File: src/rtl/bus_ecc_strip.sv
// Registered SEC Hamming(71,64) strip stage: LANES codewords in, LANES x 64-bit payload out after one clock.
// Define ECC_STRIP_CORRECT_EN to flip the erroneous bit; otherwise single errors are only flagged.
module eccLaneDec (
  input  logic [70:0] cw,
  output logic [63:0] data,
  output logic        corr,
  output logic        unc
);
  logic [6:0]  syn;
  logic [70:0] fixed;

  // Bit index of data bit d: d-th non-power-of-two Hamming position, minus one.
  function automatic int posOf(input int d);
    int n;
    n = 0;
    for (int p = 1; p <= 71; p++) begin
      if ((p & (p - 1)) != 0) begin
        if (n == d) return p - 1;
        n++;
      end
    end
    return 0;
  endfunction

  always_comb begin
    syn = '0;
    for (int i = 0; i < 71; i++)
      if (cw[i]) syn ^= 7'(i + 1);
  end

  assign corr = (syn != '0) && (syn <= 7'd71);
  assign unc  = syn > 7'd71;

`ifdef ECC_STRIP_CORRECT_EN
  always_comb begin
    fixed = cw;
    for (int i = 0; i < 71; i++)
      if (corr && syn == 7'(i + 1)) fixed[i] = ~cw[i];
  end
`else
  assign fixed = cw;
`endif

  for (genvar d = 0; d < 64; d++) begin : gExt
    assign data[d] = fixed[posOf(d)];
  end
endmodule

module bus_ecc_strip #(
  parameter int LANES = 8,
  parameter int CNT_W = 16
) (
  input  logic                  clk,
  input  logic                  rst,
  input  logic                  in_en,
  input  logic [LANES*71-1:0]   in_data,
  output logic                  out_en,
  output logic [LANES*64-1:0]   out_data,
  output logic [LANES-1:0]      out_corr,
  output logic [LANES-1:0]      out_unc,
  output logic [CNT_W-1:0]      err_cnt
);
  localparam int STAGES = 1;
  localparam int PW     = $clog2(LANES + 1);
  localparam logic [CNT_W+PW-1:0] CMAX = {{PW{1'b0}}, {CNT_W{1'b1}}};

  logic [LANES-1:0][70:0] cw;
  logic [LANES-1:0][63:0] decData;
  logic [LANES-1:0]       decCorr, decUnc;
  logic [STAGES:0]        vldPipe;
  logic [PW-1:0]          pop;
  logic [CNT_W+PW-1:0]    sum;

  assign cw = in_data;

  for (genvar g = 0; g < LANES; g++) begin : gLane
    eccLaneDec uDec (.cw(cw[g]), .data(decData[g]), .corr(decCorr[g]), .unc(decUnc[g]));
  end

  always_comb begin
    pop = '0;
    for (int l = 0; l < LANES; l++) pop += PW'(decCorr[l]);
  end

  // Widened add so a large per-cycle popcount can never wrap past the clamp.
  assign sum = {{PW{1'b0}}, err_cnt} + {{CNT_W{1'b0}}, pop};

  assign vldPipe[0] = in_en;
  assign out_en     = vldPipe[STAGES];

  always_ff @(posedge clk) begin
    if (rst) begin
      vldPipe[STAGES:1] <= '0;
      out_data          <= '0;
      out_corr          <= '0;
      out_unc           <= '0;
      err_cnt           <= '0;
    end else begin
      vldPipe[STAGES:1] <= vldPipe[STAGES-1:0];
      if (in_en) begin
        out_data <= decData;
        out_corr <= decCorr;
        out_unc  <= decUnc;
        err_cnt  <= (sum > CMAX) ? {CNT_W{1'b1}} : sum[CNT_W-1:0];
      end else begin
        out_corr <= '0;
        out_unc  <= '0;
      end
    end
  end
endmodule

File: config.mk
export PLATFORM = sky130hd
export DESIGN_NAME = bus_ecc_strip
export DESIGN_NICKNAME = d
export VERILOG_FILES = /design/src/rtl/bus_ecc_strip.sv
export SDC_FILE = /design/constraint.sdc
export NUM_CORES = 2
export LEC_CHECK = 0
export BUFFER_PORTS_ARGS = -buffer_cell sky130_fd_sc_hd__buf_2
export CORE_AREA = 4 4 428 430
export CTS_BUF_LIST = sky130_fd_sc_hd__clkbuf_4
export DETAILED_ROUTE_END_ITERATION = 10
export DIE_AREA = 0 0 432 434
export GPL_TIMING_DRIVEN = 0
export SYNTH_ARGS = -nofsm -noshare
export SYNTH_HDL_FRONTEND = slang
export SYNTH_SLANG_ARGS = --single-unit
File: constraint.sdc
create_clock -name clk -period 13.12 [get_ports clk]
set_clock_uncertainty 0.2 [all_clocks]
set_input_delay 1.968 -clock clk [delete_from_list [all_inputs] [get_ports clk]]
set_output_delay 1.968 -clock clk [all_outputs]
set_load 0.01 [all_outputs]
; After elaboration in Yosys (flattened, before gate mapping)
; Cells that the tools add are included.
[op_classes]
addsub = 8
n_lt_le_gt_ge = 17
muxes = 569
bitwise = 561
reduce_logical = 17
[ops]
columns = op, count
row1 = 6-bit 2-to-1 mux, 256
row2 = 5-bit 2-to-1 mux, 128
row3 = 3-bit NOT, 184
row4 = 4-bit NOT, 128
row5 = 7-bit 2-to-1 mux, 64
row6 = 2-bit NOT, 144
row7 = 4-bit 2-to-1 mux, 64
row8 = 5-bit NOT, 48
row9 = 3-bit 2-to-1 mux, 32
row10 = "7-bit greater-than comparator, second input constant", 8
row11 = "7-bit less-or-equal comparator, second input constant", 8
row12 = 7-bit nonzero test, 8
row13 = "1-bit NOT, first input constant", 48
row14 = 6-bit NOT, 8
row15 = 2-bit 2-to-1 mux, 16
row16 = 16-bit by 4-bit adder with 17-bit output, 1
row17 = "17-bit by 16-bit greater-than comparator with 1-bit output, second input constant", 1
row18 = 4-bit by 1-bit adder with 4-bit output, 4
row19 = 16-bit 2-to-1 mux, 1
row20 = 1-bit logical AND, 8
row21 = 1-bit 2-to-1 mux, 8
row22 = 3-bit by 1-bit adder with 4-bit output, 1
row23 = 2-bit by 1-bit adder with 3-bit output, 1
row24 = 1-bit by 1-bit adder with 2-bit output, 1
row25 = 2 further kinds, 2
[word_totals]
register_bits = 545
out_inout_bits = 545

; Longest topological paths before layout
[depth]
ltp_word = 147
depth_mapped = 24
ltp_nobuf = 24

; Hierarchy
; From an unflattened synthesis, not the netlist that was laid out.
[unflattened]
hier_cells = 3251
hier_area_um2 = 32941.6
[by_module_without_submodules]
columns = mod, n_inst, cells_each, area_each_um2
row1 = bus_ecc_strip, 1, 1795, 19268.5
row2 = eccLaneDec, 8, 182, 1709.1

; Least setup slack after synthesis
; OpenSTA, ideal clock, no wires.
[synth_path]
path_type = input to register
startpoint = in in_data[155]
endpoint = reg err_cnt[9]
setup_time_ns = 0.065
t_arrival_ns = 7.695
setup_slack_ns = 5.160
stages = 24
path_cell_list = xnor3_1 > xnor3_1 > xnor2_1 > xnor3_1 > mux2i_1 > a2bb2oi_2 > nor4_1 > o22ai_1 > fa_1 > inv_1 > fa_1 > fa_1 > inv_1 > fa_1 > inv_1 > fa_1 > nor2b_1 > o21ai_0 > a21oi_1 > nand4_1 > o21ai_1 > o21ai_0 > mux2_2 > nor2_1
[synth_between]
elab_chain_len = 98
[synth_lines]
columns = element, line
row1 = start: declaration, 56  ; input logic [LANES*71-1:0] in_data,
row2 = 4-bit 2-to-1 mux *, 28  ; if (cw[i]) syn ^= 7'(i + 1);
row3 = 4-bit NOT (no line), --
row4 = 4-bit 2-to-1 mux *, 28
row5 = 5-bit 2-to-1 mux * (2 in a row), 28
row6 = 2-bit NOT (no line) or 5-bit 2-to-1 mux (tied branches), --
row7 = 5-bit 2-to-1 mux *, 28
row8 = 3-bit NOT (no line) or 2-bit NOT (tied branches), --
row9 = 5-bit 2-to-1 mux * (3 in a row), 28
row10 = (+77 left out), --
row11 = 1-bit logical AND *, 31  ; assign corr = (syn != '0) && (syn <= 7'd71);
row12 = via gLane[2].uDec.corr, 6  ; output logic corr,
row13 = 2-bit by 1-bit adder with 3-bit output *, 82  ; for (int l = 0; l < LANES; l++) pop += PW'(decCorr[l]);
row14 = 3-bit by 1-bit adder with 4-bit output *, 82
row15 = 4-bit by 1-bit adder with 4-bit output * (4 in a row), 82
row16 = 16-bit by 4-bit adder with 17-bit output *, 86  ; assign sum = {{PW{1'b0}}, err_cnt} + {{CNT_W{1'b0}}, pop};
row17 = 17-bit by 16-bit greater-than comparator with 1-bit output, 104  ; err_cnt <= (sum > CMAX) ? {CNT_W{1'b1}} : sum[CNT_W-1:0];
row18 = 16-bit 2-to-1 mux *, 104
row19 = end signal: assignment, 104
row20 = end: declaration, 61  ; output logic [CNT_W-1:0] err_cnt
; Mark *: on every way through the listed nets, which the timed path passes. The rest lies on a longest branch.
; A chain may end at the register's enable or synchronous reset.

; Final worst setup path
; Same ends and word-level chain as after synthesis.

==> impl_metrics.ini <==
[synth]
postSynthRegisterBits = 545
synth_edf_count = 0
synth-warning-count = 0
synth_cells = 2806
synth.cell_area_mm2 = 0.0290
yosysTopAreaCell = sky130_fd_sc_hd__dfxtp_1
synth_ff_type = sky130_fd_sc_hd__dfxtp_1
sequential_to_total_area_share_from_yosys_stat_pct = 37.6
synth_top_cell_area_share_pct = 37.6
postSynthAreaPerCell_um2 = 10.3
synthArstFlopShare_pct = 0
synth_net_count = 3388
yosys-top-cells-area = sky130_fd_sc_hd__dfxtp_1 (38%), sky130_fd_sc_hd__xnor2_1 (21%), sky130_fd_sc_hd__mux2i_1 (18%)
netlist-cell-type-count = 57

[timing]
totalNegativeSetupSlack_ps = 0
hold_viol = 0
final.period_utilization_pct = 64.1
relSlewSlack_pct = 13.1
fmaxAchievable_mhz = 119
min_period_ps = 8420
report.final.slew_viol_count = 0
hold_slack_ps = 287
setup_repair_after_global_routing_missed_its_margin = false
worst_pin_slew_ps = 1300
finalSetupViolCount = 0

[clock_network]
tritoncts.num_buffers = 164
post_cts.repair.setup_buffers = 0
ctsHoldBuffers = 0
cts_resized = 0
cts_sinks = 545
worst_skew_pair.late_latency_ps = 1150
cts.reportedPaths.clkPinSlew_ps = 60
tritoncts = done
ctsHtreeMaxLevel = 4
cts.path.max_buffers = 3
cts_root_buf = sky130_fd_sc_hd__clkbuf_4

[worst_setup_path]
required_ps = 14000
critPathCaptureType = register
critPathArrivalTime_ps = 9290
cpPeakStageDelay_ps = 680
crit_buf_inv = 4
cp_common_cell = sky130_fd_sc_hd__fa_1
worstSetupPathType = input port to register
worst_path_dominant_cell_family = compound AO/OA/AOI/OAI gates
crit_slowest_cell = sky130_fd_sc_hd__o22ai_1
worst_setup_start_kind = input port
worst-path-max-fanout = 10

[place]
detailed_placement_hpwl_mm = 153
numPortBuffers = 1113
routabilityCongestion = 0.984

[die]
dieArea_mm2 = 0.187
floorplan.initialDensity_pct = 16.1
io-pin-count = 1116
floorplan.rows = 156
floorplan.die.height_um = 434
die_w_um = 432
placeable_core_area_mm2 = 0.180

[outcome]
run_status = complete, no violations

[cells_and_area]
fillers = 19927
ff_latch_area_mm2 = 0.0109
drive_gt1_share_pct = 33.1
multi_input_area_mm2 = 0.0176
syn2layout_area_growth_pct = 36.7
finalNetCount = 4668

[power_and_ir_drop]
p_per_area_mw_per_mm2 = 150
vdd_drop_max_uv = 123
cell_leakage_power_nw = 18.7

[grt]
first_pass_grt_wire_length_mm = 228
grt_use_total_pct = 18.0
largest_net_degree_at_the_start_of_global_routing = 17
vias_in_the_first_global_route = 26034
grt_antenna_before_repair = 56
grt-ovfl-total = 0

[min_path]
hold_class = register to register

[route]
avgRoutedWirePerCell_um = 26.8
routed-via-count = 26452
drt-total-wl_mm = 177
via_density_per_instance = 4.01
route.detailed.drc = 0
drt_first_pass_iters = 5
number_of_nets_still_failing_antenna_checks_after_routing = 0
drt_iter0_markers = 1867

[flow_run]
drv.max_cap_violation_count = 0
## per-layer routing
metal	part of all wire (%)	wire length, um	track usage (%)	up-vias
met5	0.12	215	0	-
met1	39	68000	20.8	12881
li1	-	-	-	11903
met2	47	83000	29.2	1328
met3	11	19300	7.63	314
met4	3.4	5990	7.36	26
## where the power goes
group / internal (mW) / total (mW) / switching, mW
Combinational: 1.11 / 2.42 / 1.31
Sequential: 1.77 / 1.85 / 0.0762
Clock: 0.842 / 1.68 / 0.839
Total: 3.72 / 5.94 / 2.22
## cells by family after synthesis
group                    count (synthesis)  share of synthesized area, %
AO/OA/AOI/OAI                           64                          1.57
XOR/XNOR                               917                          32.0
AND/OR/NAND/NOR                        615                          8.53
multiplexers                           521                          18.0
flip-flops                             545                          37.6
buffers and inverters                  133                          1.72
adder cells (fa/ha/maj)                 11                         0.604
## placed cells by master, fill, tap and decap left out, types with 4 or more instances in the layout
cell / count
sky130_fd_sc_hd__clkbuf_4: 236
sky130_fd_sc_hd__o21ai_0: 12
sky130_fd_sc_hd__clkbuf_2: 4
sky130_fd_sc_hd__ha_1: 6
sky130_fd_sc_hd__nand2b_1: 4
sky130_fd_sc_hd__and2_1: 6
sky130_fd_sc_hd__clkinv_4: 4
sky130_fd_sc_hd__clkbuf_1: 76
sky130_fd_sc_hd__nand3_1: 8
sky130_fd_sc_hd__buf_1: 39
sky130_fd_sc_hd__a211oi_1: 8
sky130_fd_sc_hd__nand4_1: 4
sky130_fd_sc_hd__nor2_1: 536
sky130_fd_sc_hd__xnor2_1: 705
sky130_fd_sc_hd__inv_1: 14
sky130_fd_sc_hd__mux2i_1: 518
sky130_fd_sc_hd__and3_1: 4
sky130_fd_sc_hd__a21o_1: 5
sky130_fd_sc_hd__buf_2: 1113
sky130_fd_sc_hd__xnor3_1: 82
sky130_fd_sc_hd__xor2_1: 121
sky130_fd_sc_hd__diode_2: 30
sky130_fd_sc_hd__fa_1: 5
sky130_fd_sc_hd__nand2_1: 17
sky130_fd_sc_hd__xor3_1: 4
sky130_fd_sc_hd__nor3_1: 11
sky130_fd_sc_hd__clkinv_1: 24
sky130_fd_sc_hd__a221oi_1: 4
sky130_fd_sc_hd__or3_1: 6
sky130_fd_sc_hd__dfxtp_1: 545
sky130_fd_sc_hd__a21oi_1: 13
## through the flow
| stage | utilization [%] | cell area (um2) | power, mW | std cells | worst slack, ps |
|---|---|---|---|---|---|
| after floorplan | - | 29000 | 3.47 | 2806 | 5160 |
| final | 22.0 | 39600 | 5.94 | 6595 | 4700 |
| after detailed placement | 20.9 | 37600 | 4.31 | 6290 | 3330 |
| after global routing | 22.0 | 39600 | 6.30 | 6591 | 4280 |
| after CTS | 22.0 | 39600 | 6.03 | 6565 | 4670 |
| after global placement | 20.9 | 37500 | 4.28 | 6289 | 3390 |
## state kept, by name, indices dropped and copies added (netlist names)
register / flops
out_unc: 8
out_corr: 8
err_cnt: 16
out_en: 1
out_data: 512
## Yosys cell counts, types with 3 or more instances
library cell               number
sky130_fd_sc_hd__mux2_2         3
sky130_fd_sc_hd__xnor2_2        3
sky130_fd_sc_hd__a21oi_1       14
sky130_fd_sc_hd__fa_1           5
sky130_fd_sc_hd__ha_1           6
sky130_fd_sc_hd__and3_1         4
sky130_fd_sc_hd__xnor3_1       82
sky130_fd_sc_hd__a221oi_1       4
sky130_fd_sc_hd__nor2b_1        3
sky130_fd_sc_hd__inv_1         14
sky130_fd_sc_hd__nand2b_1       4
sky130_fd_sc_hd__nor2_1       536
sky130_fd_sc_hd__dfxtp_1      545
sky130_fd_sc_hd__nand4_1        4
sky130_fd_sc_hd__mux2i_1      518
sky130_fd_sc_hd__o21ai_0       12
sky130_fd_sc_hd__buf_1         39
sky130_fd_sc_hd__xor2_1       121
sky130_fd_sc_hd__nand2_1       17
sky130_fd_sc_hd__or3_1          6
sky130_fd_sc_hd__nand3_1        8
sky130_fd_sc_hd__xnor2_1      705
sky130_fd_sc_hd__nor3_1        11
sky130_fd_sc_hd__a211oi_1       8
sky130_fd_sc_hd__xor3_1         4
sky130_fd_sc_hd__a21o_1         5
sky130_fd_sc_hd__clkbuf_1      80
sky130_fd_sc_hd__and2_1         6
## worst paths after layout
check	start	endpoint	slack [ps]	cells after the start
worst max-delay path	in_data[155]	err_cnt[9]	4700	25
worst min-delay path	out_data[294]	out_data[294]	290	2
worst max register to register	err_cnt[0]	err_cnt[9]	8130	16
worst min register to register	out_data[294]	out_data[294]	290	2
## cell type report
class / count / share of cell area [%]
multi-input combinational: 2128 / 44.4
buffer: 119 / 1.14
inverter: 14 / 0.133
sequential: 545 / 27.5
clock inverter: 39 / 0.559
antenna: 30 / 0.189
tap: 2370 / 7.48
clock buffer: 236 / 4.47
timing repair buffer: 1114 / 14.1
## worst reg2reg max path, cell delays in order (launching register included)
cell and delay [ps]:
sky130_fd_sc_hd__dfxtp_1 360, sky130_fd_sc_hd__fa_1 560, sky130_fd_sc_hd__inv_1 80, sky130_fd_sc_hd__fa_1 510, sky130_fd_sc_hd__fa_1 480, sky130_fd_sc_hd__inv_1 100, sky130_fd_sc_hd__fa_1 190, sky130_fd_sc_hd__inv_1 60
sky130_fd_sc_hd__fa_1 390, sky130_fd_sc_hd__nor2b_1 120, sky130_fd_sc_hd__o21ai_0 110, sky130_fd_sc_hd__a21oi_1 380, sky130_fd_sc_hd__nand4_1 230, sky130_fd_sc_hd__o21ai_1 610, sky130_fd_sc_hd__o21ai_0 190, sky130_fd_sc_hd__mux2_2 290
sky130_fd_sc_hd__nor2_1 90
No activity file was read; power rests on OpenSTA's default activity.
